===== src/rtl/dtm_jtag_if.sv =====
// DMI trivial bus between the JTAG DTM (master) and the Debug Module (slave).
// Handshake: master raises dmi_start for one cycle with op/address/data valid and holds them; slave answers with a one-cycle dmi_finish (dmi_data_i valid in that cycle).
interface dmi_if #(
    parameter int ABITS = 7
) ();
    logic             dmi_start;
    logic             dmi_finish;
    logic [1:0]       dmi_op;
    logic [ABITS-1:0] dmi_address;
    logic [31:0]      dmi_data_o;
    logic [31:0]      dmi_data_i;

    modport master (
        output dmi_start, dmi_op, dmi_address, dmi_data_o,
        input  dmi_finish, dmi_data_i
    );

    modport slave (
        input  dmi_start, dmi_op, dmi_address, dmi_data_o,
        output dmi_finish, dmi_data_i
    );
endinterface


===== src/rtl/dtm_jtag.sv =====
// RISC-V JTAG DTM (v0.13): oversampled TAP, IDCODE/DTMCS/DMI/BYPASS, DMI request FSM.
// Optional DMI_TIMEOUT_EN: abandon a DMI access after DMI_TIMEOUT cycles and report dmistat=2.
module dtm_jtag #(
    parameter logic [31:0] IDCODE      = 32'h0000_0001,
    parameter int          ABITS       = 7,
    parameter int          DMI_TIMEOUT = 255
) (
    input  logic       clk,
    input  logic       rst_n,
    input  logic       tck,
    input  logic       tms,
    input  logic       tdi,
    output logic       tdo,
    dmi_if.master      dmi,
    output logic [3:0] dbg_tap_state,
    output logic [1:0] dbg_dmi_state
);
    localparam int DRW = ABITS + 34;

    // IEEE 1149.1 conventional state codes
    typedef enum logic [3:0] {
        TLR    = 4'hF, RTI    = 4'hC,
        SEL_DR = 4'h7, CAP_DR = 4'h6, SH_DR = 4'h2, EX1_DR = 4'h1,
        PA_DR  = 4'h3, EX2_DR = 4'h0, UPD_DR = 4'h5,
        SEL_IR = 4'h4, CAP_IR = 4'hE, SH_IR = 4'hA, EX1_IR = 4'h9,
        PA_IR  = 4'hB, EX2_IR = 4'h8, UPD_IR = 4'hD
    } tap_t;

    typedef enum logic [1:0] {D_IDLE = 2'd0, D_REQ = 2'd1, D_WAIT = 2'd2} dmi_st_t;

    logic [2:0]       tck_q;
    logic [1:0]       tms_q, tdi_q;
    logic             tck_rise, tck_fall, tms_i, tdi_i;
    tap_t             tap_state, tap_next;
    logic [4:0]       ir, ir_shift;
    logic [DRW-1:0]   dr_shift, dr_shift_nxt, dr_capture;
    logic             ir_idcode, ir_dtmcs, ir_dmi;
    logic [1:0]       dmistat;
    dmi_st_t          dmi_state, dmi_next;
    logic [ABITS-1:0] addr_q;
    logic [31:0]      wdata_q, cap_data;
    logic [1:0]       op_q;
    logic             busy, finish_eff, fsm_free, upd_dr, dmi_upd, dtmcs_upd;
    logic             cap_busy, hardreset, accept, timeout;

    always_ff @(posedge clk or negedge rst_n) begin
        if (!rst_n) begin
            tck_q <= '0;
            tms_q <= '0;
            tdi_q <= '0;
        end else begin
            tck_q <= {tck_q[1:0], tck};
            tms_q <= {tms_q[0], tms};
            tdi_q <= {tdi_q[0], tdi};
        end
    end

    assign tck_rise = tck_q[1] & ~tck_q[2];
    assign tck_fall = ~tck_q[1] & tck_q[2];
    assign tms_i    = tms_q[1];
    assign tdi_i    = tdi_q[1];

    always_ff @(posedge clk or negedge rst_n) begin
        if (!rst_n)        tap_state <= TLR;
        else if (tck_rise) tap_state <= tap_next;
    end

    always_comb begin
        tap_next = tap_state;
        case (tap_state)
            TLR:    tap_next = tms_i ? TLR    : RTI;
            RTI:    tap_next = tms_i ? SEL_DR : RTI;
            SEL_DR: tap_next = tms_i ? SEL_IR : CAP_DR;
            CAP_DR: tap_next = tms_i ? EX1_DR : SH_DR;
            SH_DR:  tap_next = tms_i ? EX1_DR : SH_DR;
            EX1_DR: tap_next = tms_i ? UPD_DR : PA_DR;
            PA_DR:  tap_next = tms_i ? EX2_DR : PA_DR;
            EX2_DR: tap_next = tms_i ? UPD_DR : SH_DR;
            UPD_DR: tap_next = tms_i ? SEL_DR : RTI;
            SEL_IR: tap_next = tms_i ? TLR    : CAP_IR;
            CAP_IR: tap_next = tms_i ? EX1_IR : SH_IR;
            SH_IR:  tap_next = tms_i ? EX1_IR : SH_IR;
            EX1_IR: tap_next = tms_i ? UPD_IR : PA_IR;
            PA_IR:  tap_next = tms_i ? EX2_IR : PA_IR;
            EX2_IR: tap_next = tms_i ? UPD_IR : SH_IR;
            UPD_IR: tap_next = tms_i ? SEL_DR : RTI;
            default: tap_next = TLR;
        endcase
    end

    always_ff @(posedge clk or negedge rst_n) begin
        if (!rst_n) begin
            ir       <= 5'h01;
            ir_shift <= 5'h00;
        end else begin
            if (tap_state == TLR)                    ir <= 5'h01;
            else if (tck_fall && tap_state == UPD_IR) ir <= ir_shift;
            if (tck_rise && tap_state == CAP_IR)     ir_shift <= 5'b00001;
            else if (tck_rise && tap_state == SH_IR) ir_shift <= {tdi_i, ir_shift[4:1]};
        end
    end

    assign ir_idcode = (ir == 5'h01);
    assign ir_dtmcs  = (ir == 5'h10);
    assign ir_dmi    = (ir == 5'h11);
    assign busy      = (dmi_state != D_IDLE);

    always_comb begin
        dr_capture = '0;
        if (ir_dmi)
            dr_capture = {addr_q, cap_data, (busy ? 2'd3 : dmistat)};
        else if (ir_dtmcs)
            dr_capture[31:0] = {14'b0, 1'b0, 1'b0, 1'b0, 3'd1, dmistat, 6'(ABITS), 4'd1};
        else if (ir_idcode)
            dr_capture[31:0] = IDCODE;
    end

    // tdi enters at the top of whichever register is selected, so one shifter serves all lengths
    always_comb begin
        dr_shift_nxt = dr_shift >> 1;
        if (ir_dmi)                      dr_shift_nxt[DRW-1] = tdi_i;
        else if (ir_dtmcs || ir_idcode)  dr_shift_nxt[31]    = tdi_i;
        else                             dr_shift_nxt[0]     = tdi_i;
    end

    always_ff @(posedge clk or negedge rst_n) begin
        if (!rst_n)                              dr_shift <= '0;
        else if (tck_rise && tap_state == CAP_DR) dr_shift <= dr_capture;
        else if (tck_rise && tap_state == SH_DR)  dr_shift <= dr_shift_nxt;
    end

    always_ff @(posedge clk or negedge rst_n) begin
        if (!rst_n)        tdo <= 1'b0;
        else if (tck_fall) tdo <= (tap_state == SH_IR) ? ir_shift[0] :
                                  (tap_state == SH_DR) ? dr_shift[0] : 1'b0;
    end

    assign upd_dr     = tck_fall && (tap_state == UPD_DR);
    assign dmi_upd    = upd_dr && ir_dmi;
    assign dtmcs_upd  = upd_dr && ir_dtmcs;
    assign hardreset  = dtmcs_upd && dr_shift[17];
    assign cap_busy   = tck_rise && (tap_state == CAP_DR) && ir_dmi && busy;
    // A finish arriving with an update is consumed first, freeing the FSM for the new request
    assign finish_eff = (dmi_state == D_REQ || dmi_state == D_WAIT) && dmi.dmi_finish && !hardreset;
    assign fsm_free   = (dmi_state == D_IDLE) || finish_eff;
    assign accept     = dmi_upd && fsm_free && (dmistat == 2'd0) &&
                        (dr_shift[1:0] == 2'd1 || dr_shift[1:0] == 2'd2);

`ifdef DMI_TIMEOUT_EN
    logic [15:0] tmo_cnt;
    always_ff @(posedge clk or negedge rst_n) begin
        if (!rst_n)                  tmo_cnt <= '0;
        else if (dmi_state == D_WAIT) tmo_cnt <= tmo_cnt + 16'd1;
        else                         tmo_cnt <= '0;
    end
    assign timeout = (dmi_state == D_WAIT) && !dmi.dmi_finish &&
                     (tmo_cnt == 16'(DMI_TIMEOUT - 1));
`else
    assign timeout = 1'b0;
`endif

    always_ff @(posedge clk or negedge rst_n) begin
        if (!rst_n) dmi_state <= D_IDLE;
        else        dmi_state <= dmi_next;
    end

    always_comb begin
        dmi_next = dmi_state;
        if (hardreset) begin
            dmi_next = D_IDLE;
        end else begin
            case (dmi_state)
                D_IDLE: if (accept) dmi_next = D_REQ;
                D_REQ, D_WAIT: begin
                    if (dmi.dmi_finish)  dmi_next = accept ? D_REQ : D_IDLE;
                    else if (timeout)    dmi_next = D_IDLE;
                    else                 dmi_next = D_WAIT;
                end
                default: dmi_next = D_IDLE;
            endcase
        end
    end

    always_comb begin
        dmi.dmi_start   = (dmi_state == D_REQ);
        dmi.dmi_op      = op_q;
        dmi.dmi_address = addr_q;
        dmi.dmi_data_o  = wdata_q;
    end

    always_ff @(posedge clk or negedge rst_n) begin
        if (!rst_n) begin
            addr_q   <= '0;
            wdata_q  <= '0;
            op_q     <= '0;
            cap_data <= '0;
        end else begin
            if (finish_eff && op_q == 2'd1) cap_data <= dmi.dmi_data_i;
            if (timeout && op_q == 2'd1)    cap_data <= '0;
            if (accept) begin
                addr_q   <= dr_shift[DRW-1:34];
                wdata_q  <= dr_shift[33:2];
                op_q     <= dr_shift[1:0];
                cap_data <= dr_shift[33:2];
            end
        end
    end

    always_ff @(posedge clk or negedge rst_n) begin
        if (!rst_n)                                    dmistat <= 2'd0;
        else if (hardreset || (dtmcs_upd && dr_shift[16])) dmistat <= 2'd0;
        else if (cap_busy || (dmi_upd && !fsm_free))   dmistat <= 2'd3;
        else if (timeout)                              dmistat <= 2'd2;
    end

    assign dbg_tap_state = tap_state;
    assign dbg_dmi_state = dmi_state;
endmodule

===== src/flat_wrapper.sv =====
// flat-port wrapper written by rule: the top's interface ports become plain ports
module dtm_jtag_flat 
#(
    parameter logic [31:0] IDCODE      = 32'h0000_0001,
    parameter int          ABITS       = 7,
    parameter int          DMI_TIMEOUT = 255
)
  (clk, rst_n, tck, tms, tdi, tdo, dbg_tap_state, dbg_dmi_state, dmi_dmi_start, dmi_dmi_op, dmi_dmi_address, dmi_dmi_data_o, dmi_dmi_finish, dmi_dmi_data_i);
  dmi_if #(.ABITS(ABITS)) dmi_i ();
  input  logic clk;
  input  logic rst_n;
  input  logic tck;
  input  logic tms;
  input  logic tdi;
  output logic tdo;
  output logic [3:0] dbg_tap_state;
  output logic [1:0] dbg_dmi_state;
  output wire logic [$bits(dmi_i.dmi_start)-1:0] dmi_dmi_start;
  output wire logic [$bits(dmi_i.dmi_op)-1:0] dmi_dmi_op;
  output wire logic [$bits(dmi_i.dmi_address)-1:0] dmi_dmi_address;
  output wire logic [$bits(dmi_i.dmi_data_o)-1:0] dmi_dmi_data_o;
  input wire logic [$bits(dmi_i.dmi_finish)-1:0] dmi_dmi_finish;
  input wire logic [$bits(dmi_i.dmi_data_i)-1:0] dmi_dmi_data_i;
  assign dmi_dmi_start = dmi_i.dmi_start;
  assign dmi_dmi_op = dmi_i.dmi_op;
  assign dmi_dmi_address = dmi_i.dmi_address;
  assign dmi_dmi_data_o = dmi_i.dmi_data_o;
  assign dmi_i.dmi_finish = dmi_dmi_finish;
  assign dmi_i.dmi_data_i = dmi_dmi_data_i;
  dtm_jtag #(.IDCODE(IDCODE), .ABITS(ABITS), .DMI_TIMEOUT(DMI_TIMEOUT)) u_core (.clk(clk), .rst_n(rst_n), .tck(tck), .tms(tms), .tdi(tdi), .tdo(tdo), .dmi(dmi_i), .dbg_tap_state(dbg_tap_state), .dbg_dmi_state(dbg_dmi_state));
endmodule

===== config.mk =====
export PLATFORM = sky130hd
export DESIGN_NAME = dtm_jtag_flat
export DESIGN_NICKNAME = d
export VERILOG_FILES = /design/src/rtl/dtm_jtag_if.sv /design/src/rtl/dtm_jtag.sv /design/src/flat_wrapper.sv
export SDC_FILE = /design/constraint.sdc
export NUM_CORES = 1
export LEC_CHECK = 0
export CAP_MARGIN = 20
export CORE_MARGIN = 2
export CORE_UTILIZATION = 50
export DETAILED_ROUTE_END_ITERATION = 10
export HOLD_SLACK_MARGIN = 0.15
export MAX_ROUTING_LAYER = met4
export PLACE_DENSITY = 0.77
export SLEW_MARGIN = 20
export SYNTH_ARGS = -nofsm -noshare
export SYNTH_HDL_FRONTEND = slang
export SYNTH_SLANG_ARGS = --single-unit

===== constraint.sdc =====
create_clock -name clk -period 1.8 [get_ports clk]
set_input_delay 0.45 -clock clk [delete_from_list [all_inputs] [get_ports clk]]
set_output_delay 0.45 -clock clk [all_outputs]
set_load 0.03 [all_outputs]

# Word-level counts from Yosys, hierarchy flattened
# Cells that the tools add are included.
[word_totals] reg_bits=140
[classes] muxes=40 reduce_logical=40 bitwise=4 n_eq_ne=24
[op_table] op="32-bit two-way mux" n=4
[op_table] op="41-bit two-way mux" n=2
[op_table] op="4-bit case mux with 12 select lines" n=1
[op_table] op="4-bit equality test, second input constant" n=8
[op_table] op="2-bit two-way mux" n=12
[op_table] op="5-bit two-way mux" n=4
[op_table] op="1-bit logical AND" n=19
[op_table] op="4-bit by 3-bit equality test with 1-bit output, second input constant" n=4
[op_table] op="3-bit two-way mux" n=4
[op_table] op="2-bit nonzero test" n=6
[op_table] op="5-bit equality test, second input constant" n=2
[op_table] op="1-bit two-way mux" n=10
[op_table] op="9-bit two-way mux" n=1
[op_table] op="4-bit by 2-bit equality test with 1-bit output, second input constant" n=2
[op_table] op="2-bit by 1-bit equality test with 1-bit output, second input constant" n=3
[op_table] op="1-bit logical OR" n=6
[op_table] op="2-bit OR reduction" n=3
[op_table] op="5-bit by 1-bit equality test with 1-bit output, second input constant" n=1
[op_table] op="2-bit equality test, second input constant" n=2
[op_table] op="4-bit by 1-bit equality test with 1-bit output, second input constant" n=1
[op_table] op="2-bit logical NOT" n=2
[op_table] op="4-bit logical NOT" n=1
[op_table] op="4-bit two-way mux" n=1
[op_table] op="2-bit case mux with 2 select lines" n=1
[op_table] op="other kinds (5)" n=8

# Longest topological paths before layout
# Gate-level depths: netlist (run 1).
[logic_depth] word_depth=15 mapped_depth=8 ltp_nobuf=7

# Worst setup path before layout (run 1)
# Ideal clock, no wire load.
[synth_timing] kind="reg-to-reg" start="register u_core.dmi_state[1], in the netlist u_core.dbg_dmi_state[1]" end="register u_core.cap_data[24]" period_less_slack_ns=2.060 stages_incl_launch_ff=9 arrival_ns=1.936 path_buffers=1 setup_ns=0.124 setup_slack_ns=-0.260 required_ns=1.676 cell_sequence="dfrtp_1 inv_1 ha_1 nand2_1 nor3b_1 o31ai_4 buf_8 mux2i_1 a21oi_2"
[synth_via] elab_chain_len=9
[synth_lines] item="start, declared" line="dtm_jtag.sv:39" text="dmi_st_t dmi_state, dmi_next;"
[synth_lines] item="start signal, assigned" line="dtm_jtag.sv:164" text="else dmi_state <= dmi_next;"
[synth_lines] item="2-bit by 1-bit equality test with 1-bit output / 2-bit equality test (equally long branches)" line="dtm_jtag.sv:144" text="assign finish_eff = (dmi_state == D_REQ || dmi_state == D_WAIT) && dmi.dmi_finish && !hardreset;"
[synth_lines] item="1-bit logical OR" line="dtm_jtag.sv:144"
[synth_lines] item="1-bit logical AND (2 in series)" line="dtm_jtag.sv:144"
[synth_lines] item="1-bit logical OR" line="dtm_jtag.sv:145" text="assign fsm_free = (dmi_state == D_IDLE) || finish_eff;"
[synth_lines] item="1-bit logical AND (3 in series)" line="dtm_jtag.sv:146" text="assign accept = dmi_upd && fsm_free && (dmistat == 2'd0) &&"
[synth_lines] item="32-bit two-way mux / 2-bit nonzero test (equally long branches)"
[synth_lines] item="end signal, assigned" line="dtm_jtag.sv:198" text="if (finish_eff && op_q == 2'd1) cap_data <= dmi.dmi_data_i;"
[synth_lines] item="end signal, assigned" line="dtm_jtag.sv:204" text="cap_data <= dr_shift[33:2];"
[synth_lines] item="end, declared" line="dtm_jtag.sv:41" text="logic [31:0] wdata_q, cap_data;"
# Parallel ways exist; a longest one is shown, timed or not.
# A chain may end at the register's enable or synchronous reset.

# Worst setup path in the final report (run 1)
[layout_timing] start="register u_core.tap_state[2], in the netlist u_core.dbg_tap_state[2]" end="register u_core.wdata_q[15], in the netlist u_core.dmi.dmi_data_o[15]"
[layout_via] elab_chain_len=10
[layout_lines] item="start, declared" line="dtm_jtag.sv:34" text="tap_t tap_state, tap_next;"
[layout_lines] item="start signal, assigned" line="dtm_jtag.sv:65" text="else if (tck_rise) tap_state <= tap_next;"
[layout_lines] item="4-bit by 3-bit equality test with 1-bit output (*)" line="dtm_jtag.sv:138" text="assign upd_dr = tck_fall && (tap_state == UPD_DR);"
[layout_lines] item="1-bit logical AND (*)" line="dtm_jtag.sv:138"
[layout_lines] item="1-bit logical AND" line="dtm_jtag.sv:140" text="assign dtmcs_upd = upd_dr && ir_dtmcs;"
[layout_lines] item="1-bit logical AND" line="dtm_jtag.sv:141" text="assign hardreset = dtmcs_upd && dr_shift[17];"
[layout_lines] item="1-bit logical NOT" line="dtm_jtag.sv:144"
[layout_lines] item="1-bit logical AND" line="dtm_jtag.sv:144"
[layout_lines] item="1-bit logical OR" line="dtm_jtag.sv:145"
[layout_lines] item="1-bit logical AND (*) (3 in series)" line="dtm_jtag.sv:146"
[layout_lines] item="end signal, assigned" line="dtm_jtag.sv:202" text="wdata_q <= dr_shift[33:2];"
[layout_lines] item="end, declared" line="dtm_jtag.sv:41"
# Mark *: on every way between the ends. The rest lies on a longest branch, timed or not.

==> impl_metrics.yaml, run 1 <==
final_layout:
  area_delta_synth_final_pct: 38.6
  antenna_cells: 0
  layout-drive-gt1-share_pct: 28.0
  multi_input_area_um2: 2900
  fin_nets: 771
  seq_area_um2: 3490
  nFillCells: 841
logic_synthesis:
  syn-num-nets: 627
  ys_ff_latch: 139
  netlist.top_cell.by_area: "dfrtp_1"
  ys_async_sr_fraction_pct: 100
  synthDistinctLibCells: 45
  yosysMostFrequentCell: "dfrtp_1"
  synth.top_cells.by_area: "dfrtp_1 52%, mux2_4 9.0%, mux2i_1 5.2%"
  ys_warn_count: 0
  syn_area_um2: 6490
  ys.flop_type: "dfrtp_1"
  netlist_instances: 586
  syn_avg_cell_area_um2: 11.1
  synth_edf_count: 0
  synth_common_cells: "134 x dfrtp_1, 55 x nor2_1, 52 x nand2_1, 46 x a21oi_1, 46 x o21ai_0"
  seq_area_frac_synth_pct: 53.7
  yosys.area.top_type_share_pct: 51.7
pwr:
  power_uw: 10200
  clock_power_share_pct: 33.3
  p_switching_uw: 3200
  powerDensity_nw_per_um2: 1130
  p_comb_share_pct: 27.2
  switching_share_pct: 31.4
  internal_power_uw: 7000
  peakVddDrop_mv: 0.852
  seqPwrFrac_pct: 39.6
  p_leak_uw: 0.00454
timing:
  fin_tns_setup_ns: -8.09
  fin_crit_ns: 1.96
  max_freq_ghz: 0.511
  tightest_slew_ns: 0.446
  max-slew-margin-rel_pct: 70.0
  period_share_pct: 109
  grt_setup_unrepaired: "yes"
  hold_violations: 0
  fin_ws_ns: -0.158
  finalSetupViolCount: 75
  drv_slew: 0
  skew_ns: 0.00878
flow_run:
  maxCapViolCount: 0
placement:
  gp_congestion: 0.905
  dpl_worst_slack_ns: -0.289
  hpwl_mm: 10.3
  io_buffer_count: 86
clock_network:
  clock-sinks: 139
  htreeDepth: 4
  cts.clk_slew.worst_paths_ns: 0.06
  clk-insertion-delay-late_ns: 0.41
  clock-root-buffer: "clkbuf_16"
  cts_buffers: 17
  clockBufferDepth: 2
  cts_tree: "yes"
outcome:
  violations: "setup timing"
  outcome: "finished with violations"
floorplan:
  dieArea_um2: 13900
  ioPinCount: 87
  start_util_pct: 51.2
  dieHeight_um: 118
  core_area_um2: 12700
  rows: 41
  die_w_um: 118
min_path:
  hold_class: "reg2reg"
drt:
  drc: 0
  drtIter0Drc: 553
  wire_per_inst_um: 18.6
  finalWirelength_mm: 17.0
  via_per_inst: 5.66
  vias: 5183
  dr.pass1.iters: 5
  drtAntennaViolNets: 0
global_route:
  antenna_found_initial: 0
  grt_overflow_total: 0
  grt_first_pass_wirelength_mm: 26.8
  grt_usage_pct: 24.9
  grt_pass1_vias: 5212
  grt_max_degree: 45
critical_path:
  crit_fanout: 28
  end_kind: "flop"
  arrival_ns: 2.26
  path_class: "reg2reg"
  startpoint_type: "flop"
  cp.required_ns: 2.10
timing repair:
| action | 4_1_cts | 5_1_grt |
|---|---|---|
| setup endpoints to repair | 142 | 112 |
| setup buffers | 7 | 8 |
| hold endpoints to repair | 30 | 0 |
| gates resized for setup | 69 | 36 |
| cloned | 4 | 4 |
| pin swaps | 2 | 15 |
| hold buffers | 1 | 0 |
worst max-delay path, stage by stage (launching register included):
cell and delay, ns:
dfstp_2 0.52, and4bb_2 0.30, nand4_2 0.12, or2_4 0.38, buf_12 0.21, mux2_4 0.31
cell families (layout without fill, tap and decap cells):
logic type      count (synthesis)  after routing  synth area share [%]
fa+ha+maj                       3              3                 0.578
compound gates                147            147                  13.3
flops                         139            139                  53.7
simple gates                  173            173                  13.2
mux                            76             76                  14.8
buf+inv                        46            203                  4.11
xor+xnor                        2              2                 0.270
placed cells by master (no fill, tap or decap), drive strengths merged, types with 2 or more instances in the layout:
cell / count
clkinv: 5
mux2i: 34
o21ai: 46
nand3: 7
clkdlybuf4s50: 36
o22ai: 3
ha: 3
nand2: 53
and4bb: 2
bufbuf: 2
dlygate4sd2: 42
dfrtp: 134
clkbuf: 31
bufinv: 2
a31oi: 30
buf: 78
nand2b: 9
a221oi: 6
dfstp: 5
nor3b: 2
a21oi: 51
nor2b: 32
inv: 6
mux2: 42
nor3: 8
xor2: 2
nor2: 55
o31ai: 3
state kept, by name, indices dropped and copies added (netlist names), 2 cells and up:
name / flops
u_core.cap_data: 32
u_core.ir: 5
u_core.tdi_q: 2
u_core.dmi.dmi_address: 7
u_core.dmi.dmi_op: 2
u_core.dbg_dmi_state: 2
u_core.ir_shift: 5
u_core.dmi.dmi_data_o: 32
u_core.tck_q: 3
u_core.dr_shift: 41
u_core.tms_q: 2
u_core.dbg_tap_state: 4
final cells by class:
class                           instances  area share [%]
Clock inverter                          7           0.987
Sequential cell                       139            38.8
Clock buffer                           25            5.39
Inverter                                6           0.250
Multi-Input combinational cell        401            32.2
Timing Repair Buffer                  165            20.0
Tap cell                              172            2.39
power groups by stage:
stage / logic, uW / registers, uW / clock network (uW)
3_3_place_gp: 2360 / 4010 / 0
3_5_place_dp: 2440 / 4040 / 0
4_1_cts: 2560 / 4000 / 3430
5_1_grt: 3000 / 4090 / 3580
2_1_floorplan: 1370 / 4080 / 0
6_report: 2770 / 4030 / 3390
metal layers:
| layer | GRT usage (%) | wire [um] |
|---|---|---|
| met1 | 31.9 | 7140 |
| met5 | - | 0 |
| met3 | 5.33 | 843 |
| met4 | 7.68 | 369 |
| met2 | 40.0 | 8670 |
final timing paths:
path,from,to,slack (ns),depth (start not counted)
setup / recovery,u_core.dbg_tap_state[2],u_core.dmi.dmi_data_o[15],-0.16,5
hold / removal,u_core.tck_q[0],u_core.tck_q[1],0.35,0
setup reg to reg,u_core.dbg_tap_state[2],u_core.dmi.dmi_data_o[15],-0.16,5
max in group asynchronous,rst_n,u_core.dmi.dmi_data_o[27],0.69,3
hold reg to reg,u_core.tck_q[0],u_core.tck_q[1],0.35,0
min in group asynchronous,rst_n,u_core.dr_shift[24],0.51,2
stage by stage:
| step | utilization (%) | instance area (um^2) | hold WS [ns] | cells |
|---|---|---|---|---|
| 2_1_floorplan | - | 6500 | 0.154 | 586 |
| 3_3_place_gp | 62.4 | 7910 | 0.333 | 860 |
| 3_5_place_dp | 62.4 | 7910 | 0.335 | 860 |
| 4_1_cts | 68.9 | 8730 | 0.348 | 904 |
| 5_1_grt | 71.0 | 9000 | 0.354 | 915 |
| 6_report | 71.0 | 9000 | 0.346 | 915 |
(Power assumes the default switching activity.)
==> run 2, diff against run 1 <==
--- a/config.mk
+++ b/config.mk
@@ -6,12 +6,12 @@
 export NUM_CORES = 1
 export LEC_CHECK = 0
 export CAP_MARGIN = 20
-export CORE_MARGIN = 2
 export CORE_UTILIZATION = 50
 export DETAILED_ROUTE_END_ITERATION = 10
 export HOLD_SLACK_MARGIN = 0.15
 export MAX_ROUTING_LAYER = met4
 export PLACE_DENSITY = 0.77
+export REMOVE_ABC_BUFFERS = 1
 export SLEW_MARGIN = 20
 export SYNTH_ARGS = -nofsm -noshare
 export SYNTH_HDL_FRONTEND = slang
==> impl_metrics.yaml, run 2 (synthesis results as in run 1) <==
outcome:
  outcome: "finished with violations"
  violations: "setup timing"
critical_path:
  startpoint_type: "flop"
  slowest_delay_ns: 0.55
  cp.required_ns: 2.11
  arrival_ns: 2.25
  end_kind: "flop"
  r2r_start: "u_core.dbg_tap_state[2]"
  path_class: "reg2reg"
  worstPathCellList: "and4bb_4 > nand2_4 > o31ai_4 > buf_6 > buf_12 > mux2i_2 > a21oi_2"
  slowest_stage: "dfstp_2"
  crit_fanout: 7
  crit_path_start: "u_core.dbg_tap_state[2]"
clock_network:
  clockBufferDepth: 2
  cts_tree: "yes"
  clk-insertion-delay-late_ns: 0.43
  cts_buffers: 17
  cts.clk_slew.worst_paths_ns: 0.06
  htreeDepth: 4
  clock-sinks: 139
  clock-root-buffer: "clkbuf_16"
final_layout:
  nFillCells: 816
  multi_input_area_um2: 3020
  final_cell_mix: "132 x dfrtp_1, 49 x nand2_1, 49 x buf_4"
  final_common_cell: "dfrtp_1"
  largest_register_ffs: 41
  seq_area_um2: 3490
  fin_nets: 775
  antenna_cells: 0
  final_util_pct: 72.6
  regMostFlops: "u_core.dr_shift"
  layout-drive-gt1-share_pct: 30.1
  stdcell_area_um2: 9170
  area_delta_synth_final_pct: 41.2
timing:
  fin_ws_ns: -0.141
  fin_crit_ns: 1.94
  tightest_slew_ns: 0.482
  max_freq_ghz: 0.515
  period_share_pct: 108
  drv_slew: 0
  finalSetupViolCount: 72
  grt_setup_unrepaired: "yes"
  skew_ns: 0.00769
  max-slew-margin-rel_pct: 67.9
  hold_violations: 0
floorplan:
  ioPinCount: 87
  dieHeight_um: 116
  core_area_um2: 12600
  dieArea_um2: 13400
  die_w_um: 116
  start_util_pct: 51.4
  rows: 41
flow_run:
  maxCapViolCount: 0
pwr:
  peakVddDrop_mv: 0.658
  seqPwrFrac_pct: 37.7
  clock_power_share_pct: 32.9
  p_switching_uw: 3530
  p_leak_uw: 0.00459
  powerDensity_nw_per_um2: 1180
  switching_share_pct: 32.6
  p_comb_share_pct: 29.5
  internal_power_uw: 7290
global_route:
  antenna_found_initial: 0
  grt_pass1_vias: 5210
  grt_usage_pct: 27.7
  grt_first_pass_wirelength_mm: 27.2
  grt_max_degree: 50
  grt_overflow_total: 0
drt:
  vias: 5343
  via_per_inst: 5.81
  drtAntennaViolNets: 0
  finalWirelength_mm: 18.6
  dr.pass1.iters: 6
  wire_per_inst_um: 20.2
  drc: 0
  drtIter0Drc: 311
min_path:
  hold_class: "reg2reg"
  hp-start: "u_core.tck_q[0]"
placement:
  io_buffer_count: 86
  place_area_um2: 7860
  hpwl_mm: 10.1
  gp_congestion: 0.849
run 2: power groups by stage:
stage / logic [uW] / registers (uW) / clock network, uW
2_1_floorplan: 1020 / 4310 / 0
6_report: 3190 / 4080 / 3550
5_1_grt: 3400 / 4110 / 3730
3_3_place_gp: 2390 / 4000 / 0
4_1_cts: 2770 / 4000 / 3570
3_5_place_dp: 2480 / 4040 / 0
run 2: cell type report:
| class | instances | share of cell area [%] |
|---|---|---|
| clock buffers | 20 | 4.87 |
| clock inverters | 12 | 1.61 |
| inverters | 6 | 0.246 |
| multi-input cells | 402 | 32.9 |
| flip-flops and latches | 139 | 38.0 |
| well taps | 172 | 2.35 |
| repair buffers | 168 | 19.9 |
run 2: repair_timing:
| item | in CTS | in global routing |
|---|---|---|
| pin swaps | 6 | 22 |
| endpoints found under the setup margin | 128 | 89 |
| cloned | 4 | 7 |
| hold endpoints to repair | 39 | 0 |
| hold buffers | 1 | 0 |
| gates resized for setup | 74 | 67 |
| setup buffers | 10 | 8 |
run 2: per-layer routing:
layer,part of all wire [%],global-route usage [%],wire (um),up-vias
li1,-,-,-,2365
met1,40,33.4,7480,2723
met2,53,46.0,9840,216
met3,4.7,5.07,870,39
met4,2.1,11.5,395,0
met5,0,-,0,-
run 2: worst paths after layout:
| kind | end | slack, ns | cells past startpoint |
|---|---|---|---|
| max in group asynchronous | u_core.dr_shift[36] | 0.63 | 3 |
| max | u_core.cap_data[24] | -0.14 | 7 |
| max reg2reg | u_core.cap_data[24] | -0.14 | 7 |
| min | u_core.tck_q[1] | 0.35 | 0 |
| min in group asynchronous | u_core.dmi.dmi_data_o[20] | 0.53 | 2 |
| min reg2reg | u_core.tck_q[1] | 0.35 | 0 |
run 2: worst max-delay path: cells and delay by family, from the launching register on:
family | cells | cell delay, ns
AO/OA/AOI/OAI | 2 | 0.30
buffers and inverters | 2 | 0.34
flip-flops | 1 | 0.55
multiplexers | 1 | 0.27
AND/OR/NAND/NOR | 2 | 0.37
run 2: metrics by stage:
step | setup WS (ns) | instances | hold WS [ns] | TNS (ns) | total power (uW)
finish | -0.141 | 919 | 0.347 | -6.28 | 10800
global route | -0.223 | 919 | 0.355 | -11.54 | 11200
CTS | -0.119 | 906 | 0.348 | -5.40 | 10300
detailed placement | -0.358 | 859 | 0.336 | -20.22 | 6520
global placement | -0.275 | 859 | 0.333 | -17.07 | 6390
floorplan | -2.47 | 546 | 0.154 | -198.30 | 5330
